[config.mk]
export PLATFORM = sky130hd
export DESIGN_NAME = free_list
export DESIGN_NICKNAME = d
export VERILOG_FILES = /design/src/rtl/free_list_pkg.sv /design/src/rtl/free_list_compact4.sv /design/src/rtl/free_list.sv
export SDC_FILE = /design/constraint.sdc
export NUM_CORES = 2
export LEC_CHECK = 0
export BUFFER_PORTS_ARGS = -buffer_cell sky130_fd_sc_hd__buf_2
export CAP_MARGIN = 20
export CORE_MARGIN = 2
export CORE_UTILIZATION = 45
export CTS_CLUSTER_DIAMETER = 30
export DETAILED_ROUTE_END_ITERATION = 10
export SETUP_SLACK_MARGIN = 0.2
export SLEW_MARGIN = 20
export SYNTH_ARGS = -nofsm -noshare
export SYNTH_HDL_FRONTEND = slang
export SYNTH_SLANG_ARGS = --single-unit
[constraint.sdc]
create_clock -name clk -period 10.98 [get_ports clk]
set_clock_uncertainty 0.2 [all_clocks]
set_input_delay 1.098 -clock clk [delete_from_list [all_inputs] [get_ports clk]]
set_output_delay 1.098 -clock clk [all_outputs]
set_load 0.01 [all_outputs]
[src/rtl/free_list_pkg.sv]
// Shared types, sizes and helpers for the rename-stage physical register free list.
// Pointer arithmetic wraps at DEPTH, which is not a power of two.
package free_list_pkg;

    localparam int PR_W   = 6;
    localparam int NUM_PR = 64;
    localparam int NUM_AR = 16;
    localparam int DEPTH  = NUM_PR - NUM_AR;
    localparam int PTR_W  = $clog2(DEPTH);
    localparam int CNT_W  = 7;

    localparam logic [PTR_W:0] DEPTH_W = DEPTH[PTR_W:0];

    typedef logic [PR_W-1:0]  pr_num_t;
    typedef logic [PTR_W-1:0] fl_ptr_t;
    typedef logic [CNT_W-1:0] fl_cnt_t;

    function automatic logic [2:0] popcount4(input logic [3:0] v);
        return {2'b0, v[0]} + {2'b0, v[1]} + {2'b0, v[2]} + {2'b0, v[3]};
    endfunction

    // ptr + n can exceed DEPTH by at most 4, so one conditional subtract wraps it
    function automatic fl_ptr_t ptr_add(input fl_ptr_t ptr, input logic [2:0] n);
        logic [PTR_W:0] sum;
        sum = {1'b0, ptr} + {{(PTR_W-2){1'b0}}, n};
        if (sum >= DEPTH_W) begin
            sum = sum - DEPTH_W;
        end
        return sum[PTR_W-1:0];
    endfunction

endpackage

[src/rtl/free_list_compact4.sv]
// Packs the valid, non-zero released PRs of up to four retire slots into the
// low positions of the output, preserving slot order, and counts them.
module free_list_compact4
    import free_list_pkg::*;
(
    input  logic [3:0]      rel_valid,
    input  logic [PR_W-1:0] rel_pr [4],
    output logic [PR_W-1:0] packed_pr [4],
    output logic [2:0]      n_rel
);

    logic [3:0] live;
    logic [1:0] slot;

    // PR 0 means "no destination", so it is never returned to the list
    always_comb begin
        for (int k = 0; k < 4; k++) begin
            live[k] = rel_valid[k] && (rel_pr[k] != '0);
        end
    end

    always_comb begin
        packed_pr = '{default: '0};
        slot      = '0;
        for (int k = 0; k < 4; k++) begin
            if (live[k]) begin
                packed_pr[slot] = rel_pr[k];
                slot            = slot + 2'd1;
            end
        end
    end

    assign n_rel = popcount4(live);

endmodule

[src/rtl/free_list.sv]
// Physical register free list: hands out up to four PRs per cycle to rename,
// takes back up to four from retirement, and rolls back on flush.
module free_list
    import free_list_pkg::*;
(
    input  logic            clk,
    input  logic            rst,
    input  logic [3:0]      pr_need_list_in,
    input  logic            alloc_en,
    output logic [PR_W-1:0] pr_num_out0,
    output logic [PR_W-1:0] pr_num_out1,
    output logic [PR_W-1:0] pr_num_out2,
    output logic [PR_W-1:0] pr_num_out3,
    output logic            pr_avail,
    input  logic [3:0]      rel_valid,
    input  logic [PR_W-1:0] rel_pr0,
    input  logic [PR_W-1:0] rel_pr1,
    input  logic [PR_W-1:0] rel_pr2,
    input  logic [PR_W-1:0] rel_pr3,
    input  logic [2:0]      commit_alloc_cnt,
    input  logic            flush,
    output logic [6:0]      fl_count
);

    pr_num_t entry [DEPTH];
    fl_ptr_t head;
    fl_ptr_t tail;
    fl_ptr_t commit_head;
    fl_cnt_t count;
    fl_cnt_t inflight;

    logic [2:0] n_need;
    logic [2:0] n_alloc;
    logic [2:0] n_rel;
    logic       alloc_fire;
    logic [2:0] slot_off [4];
    pr_num_t    alloc_pr [4];
    pr_num_t    rel_pr [4];
    pr_num_t    rel_packed [4];
    fl_ptr_t    commit_head_next;
    fl_cnt_t    n_alloc_w;
    fl_cnt_t    n_rel_w;
    fl_cnt_t    commit_w;

    assign n_need     = popcount4(pr_need_list_in);
    assign pr_avail   = count >= {4'b0, n_need};
    assign alloc_fire = alloc_en && pr_avail && !flush;
    assign n_alloc    = alloc_fire ? n_need : 3'd0;

    assign n_alloc_w  = {4'b0, n_alloc};
    assign n_rel_w    = {4'b0, n_rel};
    assign commit_w   = {4'b0, commit_alloc_cnt};

    assign commit_head_next = ptr_add(commit_head, commit_alloc_cnt);

    // Slot k reads the entry past the PRs taken by lower-numbered needy slots
    always_comb begin
        slot_off[0] = 3'd0;
        slot_off[1] = {2'b0, pr_need_list_in[0]};
        slot_off[2] = popcount4({2'b0, pr_need_list_in[1:0]});
        slot_off[3] = popcount4({1'b0, pr_need_list_in[2:0]});
        for (int k = 0; k < 4; k++) begin
            alloc_pr[k] = pr_need_list_in[k] ? entry[ptr_add(head, slot_off[k])] : '0;
        end
    end

    assign pr_num_out0 = alloc_pr[0];
    assign pr_num_out1 = alloc_pr[1];
    assign pr_num_out2 = alloc_pr[2];
    assign pr_num_out3 = alloc_pr[3];
    assign fl_count    = count;

    assign rel_pr = '{rel_pr0, rel_pr1, rel_pr2, rel_pr3};

    free_list_compact4 u_compact (
        .rel_valid (rel_valid),
        .rel_pr    (rel_pr),
        .packed_pr (rel_packed),
        .n_rel     (n_rel)
    );

    // Released PRs land at tail; allocation reads them no earlier than next cycle
    always_ff @(posedge clk or posedge rst) begin
        if (rst) begin
            for (int i = 0; i < DEPTH; i++) begin
                entry[i] <= pr_num_t'(NUM_AR + i);
            end
        end else begin
            for (int j = 0; j < 4; j++) begin
                if (3'(j) < n_rel) begin
                    entry[ptr_add(tail, 3'(j))] <= rel_packed[j];
                end
            end
        end
    end

    // Flush rewinds head to the committed point and returns in-flight PRs to the count
    always_ff @(posedge clk or posedge rst) begin
        if (rst) begin
            head        <= '0;
            tail        <= '0;
            commit_head <= '0;
            count       <= fl_cnt_t'(DEPTH);
            inflight    <= '0;
        end else begin
            tail        <= ptr_add(tail, n_rel);
            commit_head <= commit_head_next;
            if (flush) begin
                head     <= commit_head_next;
                count    <= count + n_rel_w + inflight - commit_w;
                inflight <= '0;
            end else begin
                head     <= ptr_add(head, n_alloc);
                count    <= count - n_alloc_w + n_rel_w;
                inflight <= inflight + n_alloc_w - commit_w;
            end
        end
    end

    a_commit_le_inflight : assert property (@(posedge clk) disable iff (rst)
        commit_w <= inflight);

    a_count_le_depth : assert property (@(posedge clk) disable iff (rst)
        count <= fl_cnt_t'(DEPTH));

endmodule

==> summary.md <==
| Metric | Value |
|---|---|
| Status | `finished clean` |
| CTS Sinks | `between 300 and 400` |
| Setup violations, final | `0` |
| Latest clock arrival within the worst-skew pair | `roughly 670 ps` |
| Worst slew pin tran | `around 1200 ps` |
| Asr flop ratio synth | `100.0%` |
| Synth top cells by count | `nor2_1 (349), mux4_2 (344), nand2_1 (323)` |
| WHS Path Cells | `1` |
| Critical path endpoint category | `output port` |
| Max_cap viols | `0` |
| Reg-to-Reg End | `entry[195]` |
| CTS resizes | `0` |
| Setup TNS | `0 ps` |
| Tmin final | `about 7500 ps` |
| Post-CTS setup buffer count | `0` |
| Die Width | `between 200 and 300 um` |
| Yosys reg bits | `320` |
| GRT Total Usage | `about two fifths` |
| Top-count cell post-synth | `nor2_1` |
| DRT Pass-1 Iters | `6` |
| Area of the mapped netlist | `33820 um2` |
| WL per Instance | `roughly 35 um` |
| Worst Reg-to-Reg Cells | `12` |
| Netlist cell types | `slightly below 100` |
| Clk root buf | `clkbuf_16` |
| Final GP Congestion | `1.075` |
| Hold_buf cts | `0` |
| Yosys top cell area share | `~23%` |
| Period utilisation layout | `about 68%` |
| Worst-path fanout max | `9` |
| Origin of the critical flop-to-flop path | `tail[0]` |
| Layout area overhead | `14.08%` |
| Layout net count | `3631` |
| Rows | `100` |
| H-tree levels | `3` |
| Die footprint | `~77000 um2` |
| Number of I/O pins | `a little over 70` |
| Vias in the first global route | `approximately 33k` |
| Pins Over Slew Limit | `0` |
| Vias per Instance | `approximately 7.7` |
| Antenna violations before repair | `6` |
| Seq/Total Area, Yosys | `24.28%` |
| Synth area leader | `mux4_2` |
| CTS tree | `built` |
| CTS Buf Count | `100` |
| Critical Path RT | `between 9000 and 10000 ps` |
| Main synth FF type | `dfstp_2` |
| Final instance area | `approximately 39000 um2` |
| Hold path start | `commit_head[0]` |
| RSZ-0062 raised after global routing | `false` |
| EDFF count, synth | `0` |
| Hold Path End | `commit_head[0]` |
| Synth warn | `0` |
| Critical path arrival | `a little over 6000 ps` |
| Worst R2R Setup Slack | `approximately 5200 ps` |
| Hold Path Class | `reg2reg` |
| Dpl hpwl | `around 100000 um` |
| Share of cells above drive strength 1 | `roughly 27%` |
| WL final | `between 150000 and 200000 um` |
| Dpl cell area | `~35000 um2` |
| Cells after Synth | `between 3k and 4k` |
| Power density over the cells | `approximately 430 nW/um2` |
| Fillers | `6735` |
| Max Buffers Root-to-Sink | `3` |
| Relative slew slack | `between 10% and 20%` |
| CTS clk-pin slew, worst paths | `roughly 50 ps` |
| Syn avg cell area | `around 9.4 um2` |
| Leading cell types by total area after synthesis | `mux4_2 (23%), dfstp_2 (13%), dfrtp_1 (12%), a211oi_1 (7.1%), nor2_1 (3.9%)` |
| Static leakage | `around 0.014 uW` |
| Global-route wire length before repair | `233100 um` |
| Core area | `around 74000 um2` |
| Setup CP Type | `in2out` |
| Iter 0 DRT Violations | `approximately 5.5k` |
| Critical path launch point type | `input pin` |
| DRC | `0` |
| Largest net degree at the start of global routing | `110` |
| IO buf count | `70` |
| Mapped Nets | `about 3.7k` |
| Peak supply drop | `0.2889 mV` |
| Antenna Violating Nets Remaining | `0` |
| Grt total ovfl | `0` |
| Final hold vios | `0` |
| Via Count | `34.82k` |
| Max Fclk | `between 100 and 150 MHz` |
| Starting density of the core | `a little under half` |
| DIE HEIGHT | `about 280 um` |
==> how the worst max path moves through the flow <==
stage | from | end | slack (ps) | cells after the start
global route | pr_need_list_in[0] | pr_num_out3[4] | 3200 | 17
floorplan | rst | commit_head[0] | 1090 | 1
CTS | pr_need_list_in[0] | pr_num_out3[4] | 3560 | 17
global placement | pr_need_list_in[0] | pr_num_out3[4] | 3590 | 17
finish | pr_need_list_in[0] | pr_num_out3[4] | 3510 | 17
detailed placement | pr_need_list_in[0] | pr_num_out3[4] | 3580 | 17
==> cells in the final DEF, fill, tap and decap left out, types with 9 or more instances in the layout <==
cell type / count
a211oi_1: 319
a21o_1: 17
a21oi_1: 196
a221oi_1: 34
a31oi_1: 115
and2_1: 32
and3_1: 22
buf_2: 71
buf_4: 71
bufinv_16: 20
clkbuf_1: 14
clkbuf_16: 100
clkbuf_8: 19
clkinv_2: 23
dfrtp_1: 155
dfstp_2: 162
fa_1: 18
ha_1: 76
inv_1: 89
mux2_2: 20
mux2i_1: 63
mux4_2: 344
nand2_1: 323
nand2b_1: 17
nand3_1: 55
nand4_1: 9
nor2_1: 348
nor2b_1: 23
nor3_1: 24
o211ai_1: 95
o21a_1: 21
o21ai_0: 126
o21ai_1: 20
o22ai_1: 205
o32ai_1: 57
or2_2: 21
xnor2_1: 31
xor2_1: 15
==> area by class of cell <==
type | count | area, um2 | area share, %
flip-flops and latches | 320 | 8219 | 21.30
clock inverters | 52 | 818.3 | 2.121
inverters | 94 | 360.3 | 0.9340
clock buffers | 133 | 2816 | 7.300
repair buffers | 142 | 888.4 | 2.303
well taps | 969 | 1212 | 3.142
multi-input cells | 2834 | 24260 | 62.88
diodes | 2 | 5.005 | 0.01297
==> where the power goes <==
part / switching (uW) / internal (uW)
clock network: 908 / 2240
registers: 1150 / 2020
logic: 5680 / 4410
==> critical path: stages <==
cell       delay [ps]
buf_2             210
fa_1              630
ha_4              160
inv_1              60
fa_4              490
nor2b_1           130
o21a_1            260
xnor2_1           180
ha_1              220
nand4bb_1         100
a2111oi_0         520
a21oi_1           170
a32o_1            310
a21oi_1           770
a21oi_1           100
a211oi_1          540
buf_2             240
==> sequential cells by signal (all words and copies together) (netlist names) <==
signal,cells
entry,288
fl_count,7
inflight,7
commit_head,6
head,6
tail,6
==> per-layer routing <==
| metal | track usage, % | wire, um | vias up |
|---|---|---|---|
| met4 | 27.75 | 12630 | 8 |
| met5 | 0.9381 | 215 | - |
| met3 | 17.59 | 26220 | 756 |
| li1 | - | - | 14100 |
| met2 | 57.71 | 66180 | 3102 |
| met1 | 51.12 | 55440 | 16850 |
==> through the flow <==
step	cells	setup WS, ps	hold slack [ps]	total power [uW]	util (%)
2_1_floorplan	3605	1094	271.2	9404	-
3_3_place_gp	4358	3587	321.4	12640	46.84
3_5_place_dp	4359	3582	334.5	12690	46.85
4_1_cts	4544	3564	342.3	15880	51.73
5_1_grt	4545	3202	366.0	16880	51.82
6_report	4546	3506	333.4	16410	51.83
==> logic make-up (layout without fill, tap and decap cells) <==
family          count (synthesis)  in the layout  share of synthesized area (%)
simple gates                  937            937                          12.49
mux                           437            437                          25.76
buf+inv                       451            421                          5.542
compound gates               1306           1306                          26.34
flops                         320            320                          24.28
other cells                     0              2                              0
fa+ha+maj                     100            100                          4.144
xor+xnor                       54             54                          1.443
(Power assumes the default switching activity.)
